==> config.mk <==
export PLATFORM = sky130hd
export DESIGN_NAME = rr_grant_encoder_flat
export DESIGN_NICKNAME = d
export VERILOG_FILES = /design/src/rtl/rr_grant_encoder_pkg.sv /design/src/rtl/rr_grant_encoder_if.sv /design/src/rtl/rr_grant_encoder_pick.sv /design/src/rtl/rr_grant_encoder.sv /design/src/flat_wrapper.sv
export SDC_FILE = /design/constraint.sdc
export NUM_CORES = 1
export LEC_CHECK = 0
export ABC_AREA = 1
export BUFFER_PORTS_ARGS = -buffer_cell sky130_fd_sc_hd__buf_2
export CAP_MARGIN = 20
export CELL_PAD_IN_SITES_DETAIL_PLACEMENT = 1
export CELL_PAD_IN_SITES_GLOBAL_PLACEMENT = 2
export CORE_ASPECT_RATIO = 1.75
export CORE_UTILIZATION = 29
export CTS_BUF_LIST = sky130_fd_sc_hd__clkbuf_4
export CTS_CLUSTER_DIAMETER = 100
export DETAILED_ROUTE_END_ITERATION = 12
export PLACE_DENSITY_LB_ADDON = 0.1
export SETUP_SLACK_MARGIN = 0.1
export SYNTH_ARGS = -nofsm -noshare
export SYNTH_HDL_FRONTEND = slang
export SYNTH_HIERARCHICAL = 1
export SYNTH_SLANG_ARGS = --single-unit
==> constraint.sdc <==
create_clock -name clk -period 3.1 [get_ports clk]
set_input_delay 0.465 -clock clk [delete_from_list [all_inputs] [get_ports clk]]
set_output_delay 0.465 -clock clk [all_outputs]
set_load 0.05 [all_outputs]
==> src/rtl/rr_grant_encoder_pkg.sv <==
// Shared constants and helpers for the round-robin grant encoder.
// FSM state encodings are kept as plain localparams for compatibility with older flows.
package rr_grant_encoder_pkg;

  localparam int DEF_N        = 8;
  localparam int DEF_HOLD_MAX = 15;

  localparam logic [0:0] ST_IDLE  = 1'b0;
  localparam logic [0:0] ST_GRANT = 1'b1;

  // Ceiling log2, usable in parameter expressions.
  function automatic int clog2(input int value);
    int r;
    for (r = 0; (1 << r) < value; r++) begin
    end
    return r;
  endfunction

  localparam int DEF_IW = clog2(DEF_N);

endpackage

==> src/rtl/rr_grant_encoder_if.sv <==
// Request/grant bundle between the requesters (master) and the arbiter (slave).
interface rr_grant_encoder_if #(
  parameter int N  = 8,
  parameter int IW = 3
);
  logic [N-1:0]  req;
  logic          done;
  logic [IW-1:0] a;
  logic          gnt_vld;
  logic          timeout;

  modport master (output req, done, input a, gnt_vld, timeout);
  modport slave  (input req, done, output a, gnt_vld, timeout);
endinterface

==> src/rtl/rr_grant_encoder_pick.sv <==
// Combinational round-robin pick: first set request strictly after ptr, circularly.
// Rotate so ptr+1 lands at bit 0, take the lowest set bit, then rotate the index back.
module rr_grant_encoder_pick #(
  parameter int N  = 8,
  parameter int IW = 3
) (
  input  logic [N-1:0]  req_i,
  input  logic [IW-1:0] ptr_i,
  output logic [IW-1:0] idx_o,
  output logic          any_o
);

  logic [IW-1:0]  start;
  logic [2*N-1:0] dbl;
  logic [N-1:0]   rot;
  logic [IW-1:0]  enc;

  // N is a power of two, so IW-bit arithmetic wraps modulo N for free.
  assign start = ptr_i + IW'(1);
  assign dbl   = {req_i, req_i} >> start;
  assign rot   = dbl[N-1:0];

  // NOTE: every always_comb output gets a default first so no latch is inferred.
  always_comb begin
    enc = '0;
    for (int i = N - 1; i >= 0; i--) begin
      if (rot[i]) enc = IW'(i);
    end
  end

  assign idx_o = enc + start;
  assign any_o = |req_i;

endmodule

==> src/rtl/rr_grant_encoder.sv <==
// Round-robin arbiter producing a registered binary grant index for a one-hot decoder.
// Grants are held until done, requester drop or the hold limit, then priority rotates.
module rr_grant_encoder
  import rr_grant_encoder_pkg::*;
#(
  parameter int N        = DEF_N,
  parameter int IW       = clog2(N),
  parameter int HOLD_MAX = DEF_HOLD_MAX
) (
  input  logic                clk,
  input  logic                rst,
  rr_grant_encoder_if.slave   bus
);

  localparam int CW = clog2(HOLD_MAX + 1);
  localparam logic [CW-1:0] CNT_LAST = CW'(HOLD_MAX - 1);

  logic [0:0]    state_q, state_d;
  logic [IW-1:0] ptr_q, ptr_d;
  logic [CW-1:0] cnt_q, cnt_d;
  logic [IW-1:0] a_q, a_d;
  logic          vld_q, vld_d;
  logic          timeout_q, timeout_d;

  logic [IW-1:0] pick_idx;
  logic          pick_any;

  rr_grant_encoder_pick #(.N(N), .IW(IW)) u_pick (
    .req_i (bus.req),
    .ptr_i (ptr_q),
    .idx_o (pick_idx),
    .any_o (pick_any)
  );

  always_comb begin
    state_d   = state_q;
    ptr_d     = ptr_q;
    cnt_d     = cnt_q;
    a_d       = a_q;
    vld_d     = 1'b0;
    timeout_d = 1'b0;
    case (state_q)
      ST_IDLE: begin
        if (pick_any) begin
          a_d     = pick_idx;
          vld_d   = 1'b1;
          cnt_d   = '0;
          state_d = ST_GRANT;
        end
      end
      default: begin
        // Exit priority: done, then requester drop, then hold limit.
        if (bus.done || !bus.req[a_q] || cnt_q == CNT_LAST) begin
          timeout_d = !bus.done && bus.req[a_q];
          ptr_d     = a_q;
          state_d   = ST_IDLE;
        end else begin
          cnt_d = cnt_q + CW'(1);
          vld_d = 1'b1;
        end
      end
    endcase
  end

  // NOTE: sequential state uses non-blocking assignments so all registers update together.
  always_ff @(posedge clk) begin
    if (rst) begin
      state_q   <= ST_IDLE;
      ptr_q     <= IW'(N - 1);
      cnt_q     <= '0;
      a_q       <= '0;
      vld_q     <= 1'b0;
      timeout_q <= 1'b0;
    end else begin
      state_q   <= state_d;
      ptr_q     <= ptr_d;
      cnt_q     <= cnt_d;
      a_q       <= a_d;
      vld_q     <= vld_d;
      timeout_q <= timeout_d;
    end
  end

  assign bus.a       = a_q;
  assign bus.gnt_vld = vld_q;
  assign bus.timeout = timeout_q;

endmodule

==> src/flat_wrapper.sv <==
// flat-port wrapper written by rule: the top's interface ports become plain ports
module rr_grant_encoder_flat import rr_grant_encoder_pkg::*;
#(
  parameter int N        = DEF_N,
  parameter int IW       = clog2(N),
  parameter int HOLD_MAX = DEF_HOLD_MAX
)
  (clk, rst, bus_req, bus_done, bus_a, bus_gnt_vld, bus_timeout);
  rr_grant_encoder_if #(.N(N), .IW(IW)) bus_i ();
  input  logic clk;
  input  logic rst;
  input wire logic [$bits(bus_i.req)-1:0] bus_req;
  input wire logic [$bits(bus_i.done)-1:0] bus_done;
  output wire logic [$bits(bus_i.a)-1:0] bus_a;
  output wire logic [$bits(bus_i.gnt_vld)-1:0] bus_gnt_vld;
  output wire logic [$bits(bus_i.timeout)-1:0] bus_timeout;
  assign bus_i.req = bus_req;
  assign bus_i.done = bus_done;
  assign bus_a = bus_i.a;
  assign bus_gnt_vld = bus_i.gnt_vld;
  assign bus_timeout = bus_i.timeout;
  rr_grant_encoder #(.N(N), .IW(IW), .HOLD_MAX(HOLD_MAX)) u_core (.clk(clk), .rst(rst), .bus(bus_i));
endmodule
==> out/qor.json <==
{
  "hold_path_class": {"value": "in2reg"},
  "syn-cell-area": {"value": 1260, "unit": "µm²"},
  "cell_family_with_the_largest_share_of_critical_path_delay": {"value": "adder cells"},
  "drt_iter0_markers": {"value": 11},
  "cp_common_cell": {"value": "sky130_fd_sc_hd__nand2_1"},
  "most_numerous_cell_in_the_yosys_netlist": {"value": "sky130_fd_sc_hd__nand2_1"},
  "h_tree_levels": {"value": 1},
  "worst-endpoint-required": {"value": 3250, "unit": "ps"},
  "finalCritPeriodShare": {"value": 90.1, "unit": "%"},
  "grt_max_degree": {"value": 12},
  "synth-seq-area-share": {"value": 19.1, "unit": "%"},
  "count_of_flip_flops_with_a_built_in_enable_after_synthesis": {"value": 0},
  "setup_viol": {"value": 0},
  "timing.final.ws_setup": {"value": 307, "unit": "ps"},
  "numPortBuffers": {"value": 15},
  "grt_pass1_vias": {"value": 1438},
  "clkSlewWorstSetupHoldPaths": {"value": 70, "unit": "ps"},
  "tightest_slew": {"value": 492, "unit": "ps"},
  "stdcell_count": {"value": 260},
  "nNetsFinal": {"value": 229},
  "cts-buffers-inserted": {"value": 3},
  "synth.ff_latch_count": {"value": 12},
  "post-dp-hpwl": {"value": 3.16, "unit": "mm"},
  "worst_ep_arrival_time": {"value": 2940, "unit": "ps"},
  "track_usage": {"value": 18.7, "unit": "%"},
  "final_core_occ": {"value": 34.9, "unit": "%"},
  "crit_fanout": {"value": 6},
  "syn-instance-count": {"value": 193},
  "n_antenna_cell": {"value": 0},
  "drt_drc_violations_left": {"value": 0},
  "r2r_start": {"value": "u_core/ptr_q[1]$_SDFFE_PP1P_"},
  "antenna_violating_nets_post_route": {"value": 0},
  "synth.largest_area_cell": {"value": "sky130_fd_sc_hd__dfxtp_1"},
  "power.leakage": {"value": 0.728, "unit": "nW"},
  "cp_cell_sequence": {"value": "ha_4 > clkbuf_2 > nand3_1 > nand3_1 > nand2_2 > nand2_1 > nand2_1 > nand2_1 > nand2_1 > nand2_1 > a21oi_2 > ha_1 > inv_1 > fa_1 > xor2_1 > nand3b_1 > nand2_1 > inv_1 > o21ai_0 > a21oi_1"},
  "max_stage_delay": {"value": 370, "unit": "ps"},
  "areaGrowthSynthToFinish": {"value": 15.2, "unit": "%"},
  "outcome": {"value": "completed"},
  "clock_sink_count": {"value": 12},
  "path_class": {"value": "reg2reg"},
  "placedInstanceArea": {"value": 1370, "unit": "µm²"},
  "wl_per_cell": {"value": 14.6, "unit": "µm"},
  "worst_slew_margin_rel": {"value": 67.1, "unit": "%"},
  "async_reset_ff_share": {"value": 0, "unit": "%"},
  "die_span_x": {"value": 51.8, "unit": "µm"},
  "globalRoute.totalOverflow": {"value": 0},
  "finalClockSkew": {"value": 1.99, "unit": "ps"},
  "fin_tns_setup": {"value": 0, "unit": "ps"},
  "avgSynthCellArea": {"value": 6.52, "unit": "µm²"},
  "start_kind": {"value": "flop"},
  "synth_area_leaders": {"value": "sky130_fd_sc_hd__dfxtp_1, sky130_fd_sc_hd__nand2_1, sky130_fd_sc_hd__nand3_1"},
  "fin_hold_ws": {"value": 420, "unit": "ps"},
  "max-clock-path-buffers": {"value": 2},
  "setup_repair_after_global_routing_missed_its_margin": {"value": "no"},
  "number_of_core_rows": {"value": 31},
  "holdCritStartpoint": {"value": "rst"},
  "insertion_delay": {"value": 260, "unit": "ps"},
  "synth.yosys.warnings": {"value": 6},
  "vias_per_inst": {"value": 5.02},
  "dp.cells": {"value": 254},
  "global_route_wire_length_before_repair": {"value": 6.50, "unit": "mm"},
  "critical_path.slowest_cell": {"value": "sky130_fd_sc_hd__fa_1"},
  "ir_drop": {"value": 0.000421, "unit": "V"},
  "start_util": {"value": 30.3, "unit": "%"},
  "ys_types": {"value": 30},
  "drive_above_1_share": {"value": 30.8, "unit": "%"},
  "antenna_found_initial": {"value": 0},
  "top_level_ports": {"value": 16},
  "gp_congestion": {"value": 0.780},
  "die_area": {"value": 4610, "unit": "µm²"},
  "finish.instance_area": {"value": 1450, "unit": "µm²"},
  "max_slew_violations": {"value": 0},
  "routed_wl": {"value": 3.80, "unit": "mm"},
  "crit_buf_inv": {"value": 3},
  "period_needed": {"value": 2790, "unit": "ps"},
  "detailedRoute.firstPassIterationCount": {"value": 4},
  "floorplan.die.height": {"value": 89.1, "unit": "µm"},
  "yosys.area.top_type_share": {"value": 19.1, "unit": "%"},
  "power": {"value": 1.15, "unit": "mW"},
  "tritoncts_clock_tree": {"value": "built"},
  "detailedPlace.worstSlack": {"value": 22.3, "unit": "ps"},
  "fp.coreArea": {"value": 4150, "unit": "µm²"},
  "max-cap-violations": {"value": 0},
  "total_power_density_per_cell_area": {"value": 791, "unit": "nW/µm²"},
  "maxClockFrequency": {"value": 358, "unit": "MHz"},
  "report.final.hold_viol_count": {"value": 0},
  "reg2reg_slack": {"value": 310, "unit": "ps"},
  "worst_setup_path_end_kind": {"value": "flop"},
  "vias": {"value": 1305},
  "ctsRootBufferMaster": {"value": "sky130_fd_sc_hd__clkbuf_4"},
  "critPathLaunch": {"value": "u_core/ptr_q[1]$_SDFFE_PP1P_"},
  "mappedNetlistNets": {"value": 209},
  "synth_commonest_cells": {"value": "sky130_fd_sc_hd__nand2_1, sky130_fd_sc_hd__nand3_1, sky130_fd_sc_hd__inv_1"},
  "synth_flop_cell": {"value": "sky130_fd_sc_hd__dfxtp_1"}
}
-- final timing paths --
kind	end	cells after the start
worst min register to register	u_core/ptr_q[2]$_SDFFE_PP1P_	2
worst min-delay path	u_core/cnt_q[3]$_SDFFE_PP0P_	2
worst max-delay path	u_core/bus.a[2]$_SDFFE_PP0P_	20
worst max register to register	u_core/bus.a[2]$_SDFFE_PP0P_	20
-- layer usage --
metal / track usage [%] / wire (µm) / vias up / part of all wire [%]
met5: 0 / 0 / - / 0
met4: 10.8 / 182 / 0 / 4.8
met3: 1.02 / 74 / 10 / 1.9
met2: 37.9 / 2260 / 22 / 59
met1: 17.7 / 1290 / 613 / 34
li1: - / - / 660 / -
-- area by class of cell --
cell class / instances / area [µm²]
multi-input cells: 152 / 911
inverters: 25 / 109
well taps: 49 / 61.3
flip-flops and latches: 12 / 243
clock buffers: 3 / 22.5
fillers: 549 / 2700
repair buffers: 19 / 103
-- placed cells by master (no fill, tap or decap), types with 3 or more instances in the layout --
master,instances
sky130_fd_sc_hd__nand2_1,57
sky130_fd_sc_hd__nand3_1,29
sky130_fd_sc_hd__inv_1,21
sky130_fd_sc_hd__nand2_2,19
sky130_fd_sc_hd__buf_2,15
sky130_fd_sc_hd__dfxtp_1,10
sky130_fd_sc_hd__a21oi_1,8
sky130_fd_sc_hd__nand3_2,6
sky130_fd_sc_hd__nand2_4,4
sky130_fd_sc_hd__clkbuf_4,3
sky130_fd_sc_hd__o21ai_0,3
sky130_fd_sc_hd__nand4_1,3
sky130_fd_sc_hd__nor2_1,3
sky130_fd_sc_hd__ha_1,3
sky130_fd_sc_hd__buf_4,3
-- what timing repair did --
item,in CTS,in global routing
hold buffers,0,0
buffers inserted,0,3
resized for setup,1,11
pin swaps,0,1
endpoints found under the setup margin,1,1
-- registers in the layout (all words and copies together), names as in the netlist --
name,count
u_core/cnt_q,4
u_core/bus.a,3
u_core/ptr_q,3
u_core/bus.gnt_vld,1
u_core/bus.timeout,1
-- report_power, final --
part | internal, mW | total [mW] | switching [mW]
Clock | 0.0449 | 0.0940 | 0.0491
Combinational | 0.278 | 0.823 | 0.545
Sequential | 0.182 | 0.229 | 0.0468
-- kinds of logic (layout without fill, tap and decap cells) --
| family | after synthesis | after routing | synth area share (%) |
|---|---|---|---|
| buffers and inverters | 29 | 47 | 11.0 |
| adders and majority gates | 5 | 5 | 5.57 |
| and+or+nand+nor | 129 | 129 | 55.2 |
| xor gates and xnor gates | 3 | 3 | 2.09 |
| DFF | 12 | 12 | 19.1 |
| AOI/OAI and AO/OA | 15 | 15 | 6.97 |
Power figures use the tool's default switching activity.
